==> config.mk <==
export PLATFORM = sky130hd
export DESIGN_NAME = dmac_burst_addr_gen
export DESIGN_NICKNAME = d
export VERILOG_FILES = /design/src/rtl/dmac_addr_pkg.sv /design/src/rtl/dmac_burst_len_calc.sv /design/src/rtl/dmac_burst_addr_gen.sv
export SDC_FILE = /design/constraint.sdc
export NUM_CORES = 1
export LEC_CHECK = 0
export ABC_AREA = 1
export BUFFER_PORTS_ARGS = -buffer_cell sky130_fd_sc_hd__buf_2
export CAP_MARGIN = 10
export CORE_UTILIZATION = 58
export CTS_CLUSTER_SIZE = 28
export DETAILED_ROUTE_END_ITERATION = 10
export PLACE_DENSITY = 0.86
export SLEW_MARGIN = 20
export SYNTH_ARGS = -nofsm -noshare
export SYNTH_HDL_FRONTEND = slang
export SYNTH_SLANG_ARGS = --single-unit
==> constraint.sdc <==
create_clock -name clk -period 2.6 [get_ports clk]
set_input_delay 0.52 -clock clk [delete_from_list [all_inputs] [get_ports clk]]
set_output_delay 0.52 -clock clk [all_outputs]
set_load 0.05 [all_outputs]
==> src/rtl/dmac_addr_pkg.sv <==
// Shared types and constants for the DMAC burst address generator.
// The optional 4 KiB burst split is selected with the DMAC_ADDR_4K_SPLIT_EN macro.
package dmac_addr_pkg;

  typedef enum logic [1:0] {
    ST_IDLE    = 2'd0,
    ST_WAIT_ID = 2'd1,
    ST_ISSUE   = 2'd2
  } state_e;

  localparam logic [1:0] AXI_BURST_INCR    = 2'b01;
  localparam logic [2:0] AXI_PROT_DEFAULT  = 3'b000;
  localparam logic [3:0] AXI_CACHE_DEFAULT = 4'b0011;

  localparam int unsigned ID_MAX_W = 16;

  // Increment an ID held in the low 'width' bits, wrapping modulo 2**width.
  function automatic logic [ID_MAX_W-1:0] inc_id(input logic [ID_MAX_W-1:0] cur,
                                                 input int unsigned width);
    logic [ID_MAX_W-1:0] mask;
    mask = (ID_MAX_W'(1) << width) - ID_MAX_W'(1);
    return (cur + ID_MAX_W'(1)) & mask;
  endfunction

endpackage

==> src/rtl/dmac_burst_len_calc.sv <==
// Combinational burst length: min(remaining, MAX_BURST_BEATS[, beats to 4 KiB page end]).
// The page-boundary limit exists only when DMAC_ADDR_4K_SPLIT_EN is defined.
module dmac_burst_len_calc #(
  parameter int unsigned MAX_BURST_BEATS = 16,
  parameter int unsigned LENGTH_WIDTH    = 24
`ifdef DMAC_ADDR_4K_SPLIT_EN
  , parameter int unsigned BEAT_BYTES_LOG2 = 3
`endif
) (
`ifdef DMAC_ADDR_4K_SPLIT_EN
  input  logic [11:0]           addr_lo,
`endif
  input  logic [LENGTH_WIDTH:0] remaining,
  output logic [7:0]            len_c,
  output logic                  last_c
);

  localparam int unsigned CW = (LENGTH_WIDTH + 1 > 13) ? LENGTH_WIDTH + 1 : 13;

  logic [CW-1:0] rem_w;
  logic [CW-1:0] max_w;
  logic [CW-1:0] beats;

  assign rem_w = CW'(remaining);
  assign max_w = CW'(MAX_BURST_BEATS);

`ifdef DMAC_ADDR_4K_SPLIT_EN
  logic [CW-1:0] to_4k;

  // Bytes left in the current page, converted to beats (always 1..4096 bytes).
  assign to_4k = CW'((13'h1000 - {1'b0, addr_lo}) >> BEAT_BYTES_LOG2);

  always_comb begin
    beats = (rem_w < max_w) ? rem_w : max_w;
    if (to_4k < beats) beats = to_4k;
  end
`else
  assign beats = (rem_w < max_w) ? rem_w : max_w;
`endif

  assign len_c  = 8'(beats - CW'(1));
  assign last_c = (beats == rem_w);

endmodule

==> src/rtl/dmac_burst_addr_gen.sv <==
// DMAC AXI address-channel generator: splits a transfer into INCR bursts gated by ID slots.
// Define DMAC_ADDR_4K_SPLIT_EN to keep bursts from crossing 4 KiB boundaries.
module dmac_burst_addr_gen
  import dmac_addr_pkg::*;
#(
  parameter int unsigned ID_WIDTH        = 3,
  parameter int unsigned BEAT_BYTES_LOG2 = 3,
  parameter int unsigned MAX_BURST_BEATS = 16,
  parameter int unsigned LENGTH_WIDTH    = 24
) (
  input  logic                    clk,
  input  logic                    resetn,
  input  logic                    req_valid,
  output logic                    req_ready,
  input  logic [31:0]             req_address,
  input  logic [LENGTH_WIDTH-1:0] req_length,
  input  logic                    enable,
  output logic                    enabled,
  output logic [ID_WIDTH-1:0]     id,
  input  logic [ID_WIDTH-1:0]     wait_id,
  input  logic                    sync_id,
  output logic                    addr_valid,
  input  logic                    addr_ready,
  output logic [31:0]             addr,
  output logic [7:0]              len,
  output logic [2:0]              size,
  output logic [1:0]              burst,
  output logic [2:0]              prot,
  output logic [3:0]              cache,
  output logic                    burst_last
);

  localparam int unsigned RW = LENGTH_WIDTH + 1;

  state_e              state_q, state_d;
  logic [RW-1:0]       remaining_q, remaining_d;
  logic [31:0]         addr_d;
  logic [ID_WIDTH-1:0] id_d, id_inc;
  logic [7:0]          len_d;
  logic                last_d;
  logic                enabled_d;
  logic                accept_c;
  logic                hs_c;
  logic [8:0]          beats;
  logic [7:0]          calc_len_c;
  logic                calc_last_c;

  assign size  = 3'(BEAT_BYTES_LOG2);
  assign burst = AXI_BURST_INCR;
  assign prot  = AXI_PROT_DEFAULT;
  assign cache = AXI_CACHE_DEFAULT;

  dmac_burst_len_calc #(
    .MAX_BURST_BEATS (MAX_BURST_BEATS),
    .LENGTH_WIDTH    (LENGTH_WIDTH)
`ifdef DMAC_ADDR_4K_SPLIT_EN
    , .BEAT_BYTES_LOG2 (BEAT_BYTES_LOG2)
`endif
  ) u_len_calc (
`ifdef DMAC_ADDR_4K_SPLIT_EN
    .addr_lo   (addr[11:0]),
`endif
    .remaining (remaining_q),
    .len_c     (calc_len_c),
    .last_c    (calc_last_c)
  );

  assign accept_c = req_valid & req_ready & enable & enabled;
  assign hs_c     = addr_valid & addr_ready;
  assign beats    = {1'b0, len} + 9'd1;
  assign id_inc   = ID_WIDTH'(inc_id(ID_MAX_W'(id), ID_WIDTH));

  // Next-state and datapath updates; len/burst_last latch on entry to ISSUE so they hold through it.
  always_comb begin
    state_d     = state_q;
    addr_d      = addr;
    remaining_d = remaining_q;
    id_d        = id;
    len_d       = len;
    last_d      = burst_last;
    enabled_d   = enable ? 1'b1 : (addr_valid ? enabled : 1'b0);

    unique case (state_q)
      ST_IDLE: begin
        if (accept_c) begin
          state_d     = ST_WAIT_ID;
          addr_d      = req_address;
          remaining_d = RW'(req_length) + RW'(1);
        end
      end
      ST_WAIT_ID: begin
        if (!enabled) begin
          state_d     = ST_IDLE;
          remaining_d = '0;
        end else if (id != wait_id) begin
          state_d = ST_ISSUE;
          len_d   = calc_len_c;
          last_d  = calc_last_c;
        end
      end
      ST_ISSUE: begin
        if (hs_c) begin
          addr_d      = addr + (32'(beats) << BEAT_BYTES_LOG2);
          remaining_d = remaining_q - RW'(beats);
          id_d        = id_inc;
          state_d     = burst_last ? ST_IDLE : ST_WAIT_ID;
        end
      end
      default: state_d = ST_IDLE;
    endcase

    if (state_q != ST_ISSUE && sync_id && id != wait_id) id_d = id_inc;
  end

  always_ff @(posedge clk or negedge resetn) begin
    if (!resetn) state_q <= ST_IDLE;
    else         state_q <= state_d;
  end

  always_ff @(posedge clk or negedge resetn) begin
    if (!resetn) begin
      req_ready   <= 1'b1;
      addr_valid  <= 1'b0;
      enabled     <= 1'b0;
      id          <= '0;
      addr        <= '0;
      remaining_q <= '0;
      len         <= '0;
      burst_last  <= 1'b0;
    end else begin
      req_ready   <= (state_d == ST_IDLE);
      addr_valid  <= (state_d == ST_ISSUE);
      enabled     <= enabled_d;
      id          <= id_d;
      addr        <= addr_d;
      remaining_q <= remaining_d;
      len         <= len_d;
      burst_last  <= last_d;
    end
  end

endmodule

; ---- Word level (Yosys, flattened, before mapping)
; Index checks and enable logic that the tools add are counted.
[word_totals]
output_inout_bits = 59
mem_count = 0
register_bits = 74
input_bits = 65
elab_cells = 61
ram_bits = 0
latchBits = 0
mem_bits_ro = 0
[classes]
n_eq_ne = 10
mul = 0
n_reduce_logical = 12
addsub = 6
shifts = 0
bitwise = 4
div_mod_pow = 0
magnitude_cmp = 1
muxes = 19
[op_table]
columns = cell, n
row1 = 25-bit 2-to-1 mux, 4
row2 = 25-bit case mux with 3 select lines, 1
row3 = 32-bit 2-to-1 mux, 2
row4 = 32-bit case mux with 2 select lines, 1
row5 = 32-bit by 12-bit adder with 32-bit output, 1
row6 = 24-bit by 1-bit adder with 25-bit output (second input constant), 1
row7 = 25-bit == test, 1
row8 = 25-bit by 5-bit < comparator with 1-bit output (second input constant), 1
row9 = 25-bit by 9-bit subtractor with 25-bit output, 1
row10 = 2-bit inequality test (second input constant), 5
row11 = 8-bit by 1-bit adder with 9-bit output (second input constant), 1
row12 = 3-bit 2-to-1 mux, 3
row13 = 2-bit 2-to-1 mux, 4
row14 = 8-bit by 1-bit subtractor with 8-bit output (second input constant), 1
row15 = 2-bit case mux with 3 select lines, 1
row16 = 3-bit AND reduction, 2
row17 = 2-bit nonzero test, 3
row18 = 1-bit AND, 4
row19 = 2-bit == test (second input constant), 2
row20 = 2-bit zero test, 2
row21 = 4-bit AND reduction, 1
row22 = 3-bit by 1-bit adder with 3-bit output (second input constant), 1
row23 = 1-bit 2-to-1 mux, 3
row24 = 3-bit inequality test, 1
row25 = 4 further kinds, 5

; ---- Logic depth before layout (Yosys ltp)
; Gate-level depths: netlist of run 1.
[depth]
ltp_word = 6
mapped_depth = 20
depth_no_buf = 20

; ---- Cells and area by module
; Synthesis of run 1 repeated with hierarchy kept, for this count alone.
[unflattened]
hier_cells = 1149
hier_area_um2 = 6975.4
[modules_own_cells]
columns = mod, cells_each, n_inst, area_per_inst_um2, seq_area_each_um2
row1 = dmac_burst_addr_gen, 1095, 1, 6707.7, 1853.0
row2 = dmac_burst_len_calc, 54, 1, 267.8, 0.0

; ---- Worst setup path before layout of run 1
; No wires, ideal clock.
[synth_path]
path_type = register -> register
startpoint = reg len[1]
endpoint = reg addr[21]
period_less_slack_ps = 2710
t_arrival_ps = 2592
setup_ps = 118
path_stages_with_launch = 18
required_time_ps = 2482
setup_slack_ps = -110
cell_sequence = dfrtp_1 ha_1 nand3_1 nand3b_1 nor2_1 inv_1 nor2_1 ha_1 nand2_1 inv_1 a21boi_1 nand3_1 nand2_1 nand2_1 nand2_1 nand2_1 nand2_1 nand2_1
[synth_via]
elab_chain_len = 4
[synth_lines]
columns = item, line
row1 = from (decl), dmac_burst_addr_gen.sv:25  ; output logic [7:0] len,
row2 = from (signal assigned), dmac_burst_addr_gen.sv:137  ; len <= len_d;
row3 = 8-bit by 1-bit adder with 9-bit output, dmac_burst_addr_gen.sv:70  ; assign beats = {1'b0, len} + 9'd1;
row4 = 32-bit by 12-bit adder with 32-bit output, dmac_burst_addr_gen.sv:103  ; addr_d = addr + (32'(beats) << BEAT_BYTES_LOG2);
row5 = 32-bit 2-to-1 mux, dmac_burst_addr_gen.sv:102  ; if (hs_c) begin
row6 = 32-bit case mux with 2 select lines, dmac_burst_addr_gen.sv:83  ; unique case (state_q)
row7 = to (signal assigned), dmac_burst_addr_gen.sv:135  ; addr <= addr_d;
row8 = to (decl), dmac_burst_addr_gen.sv:24  ; output logic [31:0] addr,
; No other way between the ends. The select of a mux whose other input is x is not followed.
; A chain may end at the register's enable or synchronous reset.

; ---- Worst setup path in the final report of run 1
[layout_path]
startpoint = reg len[1]
endpoint = reg addr[22]
; The elaborated chain is that of the path after synthesis.

==> results by group, run 1 <==
Die
  – Top-level port count: 124
  – Die extent in x: 111 um
  – Placement row count: 39
  – Initial core utilization: between 50 and 60%
  – Die Y: 111 um
  – Core footprint: 0.0115 mm2
  – Die Footprint: 0.0122 mm2

Placement
  – Count of buffers inserted at the top-level ports: 111
  – Final estimated routing congestion in global placement: 0.973
  – HPWL after detailed placement: 14.9 mm
  – Pre-CTS WS: -0.0260 ns

Logic synthesis
  – Number of cells produced by synthesis: ~1,100
  – Number of distinct library cells after synthesis: 43
  – FFs w/ async S/R, synth: 100%
  – Ys flop type: dfrtp_1
  – Mapped cell area: 0.00683 mm2
  – Post-synthesis area per instance: a little over 6 um2
  – Count of flip-flops with a built-in enable after synthesis: 0
  – Post-synthesis register bit count: 74
  – Sequential element share of the synthesized area: a little over a quarter
  – Number of warnings reported in the yosys synthesis log: 0

GRT
  – Largest net degree at the start of global routing: 52
  – GR Util All Layers: 32.9%
  – First-pass GRT wire length: approximately 33 mm
  – Remaining Overflow, GRT: 0
  – Number of antenna violations at the first check in global routing: 0
  – Via count of the first global-routing pass: between 7,000 and 8,000

Critical path
  – Worst-case reg-to-reg path depth: 20
  – Setup CP Type: reg -> reg
  – Crit path DAT: approximately 2.8 ns
  – Crit-path max FO: 6
  – Critical path data required time: approximately 2.8 ns
  – Nature of the critical path startpoint: flop
  – Critical path endpoint category: flop

Pwr
  – Worst IR drop on VDD: 0.000930 V
  – Total power density per cell area: approximately 1500 mW/mm2
  – Total leakage power: 4.23 nW

Detailed routing
  – Mean routed wirelength per cell: 14.6 um
  – Count of TritonRoute iterations in the first routing pass: 5
  – Residual DRC: 0
  – Vias after detailed routing: around 7,700
  – Total wire length after detailed routing: 20.3 mm
  – Final ANT Viol Nets: 0
  – Violation count after the first detailed-route iteration: about 740
  – Routed via count divided by cell count: roughly 5.5

STA
  – RSZ-0062 raised after global routing: true
  – Number of max-slew violations in the final report: 0
  – Tightest Pin Transition: 0.645 ns
  – Endpoints failing setup: 0
  – Worst-case clock skew: 0.00922 ns
  – Rel. slew slack: 57.0%
  – Crit share post-route: 97.2%
  – Final worst-path setup slack: 0.0725 ns
  – Accumulated negative setup slack: 0 ns
  – F_max: between 300 and 400 MHz
  – Clock period minus final worst setup slack: around 2.5 ns
  – Final hold vios: 0

CTS
  – Number of levels in the clock H-tree: 3
  – Cell at the root of the clock tree: clkbuf_16
  – CTS buffer count: 9
  – TritonCTS clock tree: yes
  – Clock insertion delay at the later pin of the skew report: 0.35 ns
  – Number of buffers on the longest clock path: 2
  – Clock-pin slew on the worst setup and hold paths: 0.06 ns
  – # clock sinks: 74
  – Count of hold-fix buffers inserted at cts: 0

Final layout
  – Share of cells above drive strength 1: between 20 and 25%
  – Number of fill cells in the layout: about 960
  – Total area of multi-input combinational cells: 0.00459 mm2
  – Sequential cell area: 0.00186 mm2
  – Nets: 1,337
  – Ant diodes: 0
  – Area Growth Syn to Fin: 19.8%

Min path
  – Hold Path Class: in -> async

Run
  – Max-capacitance violation count: 0

Outcome
  – Run status: finished, final reports clean
-- flip-flops by register name, summed over array words and instances, names as in the netlist --
register,flops
remaining_q,25
len,8
addr,32
burst_last,1
enabled,1
state_q,2
addr_valid,1
req_ready,1
id,3
-- per-stage QoR --
stage          instance area [um2]  hold WS [ns]  std cells  utilization, %  power, mW
6_report                      8180         0.160       1391            71.4       12.1
5_1_grt                       8180         0.211       1391            71.4       13.0
4_1_cts                       7840         0.185       1388            68.4       11.3
3_5_place_dp                  7540         0.497       1372            65.8       10.0
3_3_place_gp                  7540         0.489       1372            65.8       9.84
2_1_floorplan                 6870         0.224       1135               -       8.08
-- per-layer routing --
layer / vias to the layer above / GRT usage, % / wire, um
li1: 3793 / - / -
met1: 3498 / 42.5 / 8580
met2: 345 / 54.9 / 9650
met3: 58 / 5.10 / 1410
met4: 0 / 13.9 / 629
met5: - / 0 / 0
-- where the power goes --
part           internal (mW)  leakage [nW]  switching (mW)
logic                   2.58          3.21            5.79
registers               1.73         0.885           0.735
clock network          0.702         0.138           0.537
-- layout by cell type, fill, tap and decap left out, types with 2 or more instances in the layout --
master and n:
o21ai_1 7, clkbuf_16 9, nor3_1 7, o21ai_0 41, a21boi_2 3, fa_1 2, inv_1 134, nand3_1 89
nand2_1 364, ha_4 7, a21oi_4 2, xnor2_1 12, buf_2 110, ha_2 2, nor2_4 8, dfrtp_2 3
nand3_4 3, clkbuf_8 2, conb_1 12, nand3_2 14, a21oi_2 3, a21oi_1 53, inv_2 11, a31oi_1 4
nand3b_1 10, nor2_2 18, buf_4 20, a21boi_1 4, or2_2 6, o21a_1 2, nand2_2 21, clkinvlp_4 2
dfrtp_1 70, ha_1 18, nor4_1 3, nand4_1 29, o22ai_1 2, xor2_1 9, nor2_1 117
-- Yosys cell counts (2+ instances only) --
cell type | instances | area share [%]
buf_2 | 13 | 0.95
nor2_4 | 3 | 0.49
dfrtp_1 | 73 | 27
a21boi_1 | 5 | 0.55
o21a_1 | 2 | 0.22
conb_1 | 2 | 0.11
buf_6 | 2 | 0.33
nand2_1 | 380 | 21
o22ai_1 | 2 | 0.18
fa_1 | 2 | 0.59
nand2_2 | 6 | 0.55
clkbuf_1 | 2 | 0.11
buf_4 | 13 | 1.4
nor2_1 | 135 | 7.4
o21ai_1 | 4 | 0.29
buf_1 | 4 | 0.22
or2_2 | 6 | 0.55
nor2_2 | 5 | 0.46
inv_1 | 141 | 7.7
nor4_1 | 3 | 0.27
o21ai_0 | 44 | 3.2
nand3_1 | 102 | 7.5
a21oi_1 | 57 | 4.2
xor2_1 | 10 | 1.3
a21boi_2 | 2 | 0.33
nand3_2 | 4 | 0.59
inv_2 | 4 | 0.22
nand3b_1 | 10 | 1.1
xnor2_1 | 12 | 1.5
nor3_1 | 7 | 0.51
ha_1 | 27 | 4.9
nand4_1 | 29 | 2.7
a31oi_1 | 4 | 0.37
-- path summary, 6_finish.rpt --
path	to	startpoint	slack (ns)
max	addr[22]	len[1]	0.07
min	addr[4]	resetn	0.16
max reg2reg	addr[22]	len[1]	0.07
min reg2reg	addr[2]	addr[2]	0.52
max in group asynchronous	remaining_q[16]	resetn	1.84
min in group clk	enabled	enable	0.37
-- final cells by class --
class                           count  area share [%]
Inverter                          146            6.70
Sequential cell                    74            22.7
Multi-Input combinational cell    881            56.1
Timing Repair Buffer              131            8.81
Clock buffer                       11            3.09
Clock inverter                      5           0.459
Tap cell                          143            2.19
-- critical path, stage by stage (launching register included) --
cell and delay (ns):
dfrtp_2 0.40, ha_4 0.15, nand3_2 0.08, nand3b_1 0.20
nor2_2 0.13, inv_2 0.06, nand2_2 0.08, inv_1 0.08
ha_4 0.24, nand2_1 0.09, nand2_2 0.08, inv_1 0.09
nand2_2 0.08, a21oi_2 0.18, nand2_2 0.14, nand2_1 0.08
nand2_1 0.05, nand2_1 0.07, nand2_1 0.05, nand2_1 0.05
inv_1 0.04
-- what timing repair did --
item                                    4_1_cts  5_1_grt
endpoints found under the hold margin         0        0
gates resized for setup                       3       83
setup buffers                                 0        3
pin swaps                                     0       20
endpoints found under the setup margin        6       41
-- logic make-up (layout without fill, tap and decap cells) --
kind of cell / Yosys count / after routing / share of synthesized area [%]
AND/OR/NAND/NOR: 693 / 693 / 43.3
buffers and inverters: 180 / 293 / 11.1
AO/OA/AOI/OAI: 125 / 125 / 10.1
flip-flops: 74 / 74 / 27.1
adder cells (fa/ha/maj): 29 / 29 / 5.53
XOR/XNOR: 22 / 22 / 2.82
other: 2 / 12 / 0.110
(Power assumes the default switching activity.)
==> run 2: changes to the inputs <==
Settings changed: PLACE_DENSITY 0.86 to 0.79, RECOVER_POWER set to 25.
==> run 2 against run 1 <==
Utilization is 0.41 points higher. Register-to-register slack barely moved. Critical path depth is 6 lower. Global-route usage down 0.87 points. Total power is 1.0% higher. Final cell count up 0.29%. Non-clock buffer count increased by 4.
==> results by group, run 2 (same netlist as run 1, synthesis figures left out) <==
Placement
  – HPWL after detailed placement: 14.7 mm (-1.0%)
  – Cell count after placement: 1,378 (+0.44%)
  – Final estimated routing congestion in global placement: 0.930 (-4.4%)
  – Count of buffers inserted at the top-level ports: 111 (unchanged)
  – Cell area after placement: 0.00760 mm2 (+0.76%)

Final layout
  – Number of fill cells in the layout: 1,018 (+5.7%)
  – Most common cell after layout, fill and taps aside: nand2_1
  – Leading cell types in the layout, fill and taps excluded: nand2_1 (363), inv_1 (132), nor2_1 (121), buf_2 (110), nand3_1 (92)
  – Nets: 1,341 (+0.30%)
  – Total area of multi-input combinational cells: 0.00458 mm2 (-0.25%)
  – Post-route cell area: 0.00823 mm2 (+0.58%)
  – Area Growth Syn to Fin: 20.5%
  – Share of cells above drive strength 1: 20.2% (about the same)
  – Largest registers in the final layout: addr: 32 flops, remaining_q: 25 flops, len: 8 flops
  – Most flop-heavy register: addr
  – Sequential cell area: 0.00186 mm2 (unchanged)
  – Final cell count without fillers: 1,395 (+0.29%)
  – Number of flip-flops in the largest register: 32 (unchanged)
  – Ant diodes: 0 (unchanged)

Pwr
  – Total leakage power: 4.25 nW (+0.49%)
  – Worst IR drop on VDD: 0.00105 V (+13%)
  – Total power density per cell area: 1480 mW/mm2 (+0.44%)

STA
  – Final hold vios: 0 (unchanged)
  – Rel. slew slack: 17.8% (-39 points)
  – Clock period minus final worst setup slack: 2.53 ns (+0.00448 ns)
  – Number of max-slew violations in the final report: 0 (unchanged)
  – RSZ-0062 raised after global routing: true
  – Worst-case clock skew: 0.00576 ns (-0.00346 ns)
  – Tightest Pin Transition: 1.23 ns (+0.588 ns)
  – Crit share post-route: 97.4% (+0.17 points)
  – F_max: 395 MHz (-0.18%)
  – Accumulated negative setup slack: 0 ns (unchanged)
  – Endpoints failing setup: 0 (unchanged)

GRT
  – Number of antenna violations at the first check in global routing: 0 (unchanged)
  – GR Util All Layers: 32.1% (-0.87 points)
  – Largest net degree at the start of global routing: 51 (-1.9%)
  – Via count of the first global-routing pass: 6,723 (-5.3%)
  – Remaining Overflow, GRT: 0 (unchanged)
  – First-pass GRT wire length: 31.9 mm (-3.3%)

CTS
  – # clock sinks: 74 (unchanged)
  – Clock-pin slew on the worst setup and hold paths: 0.06 ns (about the same)
  – Number of buffers on the longest clock path: 2 (unchanged)
  – Number of levels in the clock H-tree: 3 (unchanged)
  – TritonCTS clock tree: yes
  – Cell at the root of the clock tree: clkbuf_16
  – Clock insertion delay at the later pin of the skew report: 0.35 ns (about the same)
  – CTS buffer count: 9 (unchanged)

Detailed routing
  – Total wire length after detailed routing: 19.4 mm (-4.4%)
  – Final ANT Viol Nets: 0 (unchanged)
  – Routed via count divided by cell count: 5.43 (-1.8%)
  – Violation count after the first detailed-route iteration: 568 (-23%)
  – Residual DRC: 0 (unchanged)
  – Count of TritonRoute iterations in the first routing pass: 7 (+2)
  – Mean routed wirelength per cell: 13.9 um (-4.7%)
  – Vias after detailed routing: 7,575 (-1.5%)

Critical path
  – Register-to-register setup slack: 0.07 ns (about the same)
  – Crit-path max FO: 6 (unchanged)
  – Worst-case reg-to-reg path depth: 14 (-30%)
  – Critical path data required time: 2.85 ns (about the same)
  – Reg2Reg Launch Point: len[0]
  – Nature of the critical path startpoint: flop
  – Crit path DAT: 2.78 ns (about the same)
  – Critical register-to-register path endpoint: addr[24]
  – Setup CP Type: reg -> reg
  – Critical path endpoint category: flop

Die
  – Core footprint: 0.0115 mm2 (unchanged)
  – Die extent in x: 111 um (unchanged)
  – Die Y: 111 um (unchanged)
  – Top-level port count: 124 (unchanged)
  – Placement row count: 39 (unchanged)
  – Die Footprint: 0.0122 mm2 (unchanged)
  – Initial core utilization: 59.6% (unchanged)

Min path
  – Launch instance of the worst min-delay path: enable
  – Hold Path Class: in -> reg
  – Hold-critical path endpoint: enabled
  – Number of cells traversed by the worst hold path: 2

Outcome
  – Run status: finished, final reports clean

Run
  – Max-capacitance violation count: 0 (unchanged)
## run 2: cell types whose count changed in the layout (fill, tap and decap cells not counted), moves of 3 or more
cell / before / now
nor2_2: 18 / 14
nand3_2: 14 / 11
nor2_1: 117 / 121
nand3_1: 89 / 92
## run 2: worst max path at each step
stage | start | end | slack (ns) | depth (start not counted)
floorplan | len[2] | addr[20] | 0.009 | 16
global placement | len[0] | addr[20] | 0.03 | 17
detailed placement | len[0] | addr[17] | -0.03 | 15
CTS | len[0] | remaining_q[21] | 0.006 | 16
global route | len[1] | remaining_q[17] | -0.08 | 15
finish | len[0] | addr[24] | 0.07 | 14
## run 2: power breakdown
part | switching [mW] | internal (mW) | leakage, nW
Combinational | 5.71 | 2.66 | 3.21
Sequential | 0.711 | 1.73 | 0.885
Clock | 0.544 | 0.851 | 0.161
Total | 6.96 | 5.24 | 4.25
## run 2: area by class of cell
class | count | area share, %
Clock buffer | 9 | 2.74
Multi-Input combinational cell | 881 | 55.6
Sequential cell | 74 | 22.6
Tap cell | 143 | 2.17
Inverter | 146 | 6.66
Clock inverter | 7 | 1.22
Timing Repair Buffer | 135 | 9.05
## run 2: per-layer routing
metal / share of wire, % / vias up / global-route usage (%) / wire, um
met1: 43 / 3421 / 41.0 / 8410
li1: - / 3822 / - / -
met4: 4.2 / 0 / 15.8 / 814
met3: 4.3 / 63 / 3.73 / 835
met2: 48 / 269 / 53.7 / 9320
met5: 0 / - / 0 / 0
## run 2: what timing repair did
item                       4_1_cts  5_1_grt
pin swaps                        0       27
setup buffers                    0        1
gates resized for setup          5       76
hold buffers                     0        0
setup endpoints to repair        9       41
## run 2: worst max-delay path, cell delays in order (launching register included)
cell	delay (ns)
dfrtp_2	0.44
ha_4	0.19
xor2_1	0.29
buf_4	0.18
ha_1	0.29
nand2_1	0.13
nand3_1	0.17
nand2_1	0.10
nand2_1	0.10
nand3b_1	0.21
nand2_1	0.08
nand2_1	0.06
nand3_1	0.07
nand2_1	0.09
nand2_1	0.04
## run 2: per-stage QoR
stage / hold slack (ns) / setup WS (ns) / utilization [%] / power (mW)
after CTS: 0.0688 / 0.00594 / 69.3 / 11.6
after global placement: 0.439 / 0.0325 / 66.3 / 10.1
after floorplan: 0.224 / 0.00850 / - / 8.08
after detailed placement: 0.437 / -0.0252 / 66.3 / 10.1
final: 0.374 / 0.0680 / 71.8 / 12.2
after global routing: 0.385 / -0.0767 / 71.8 / 13.2
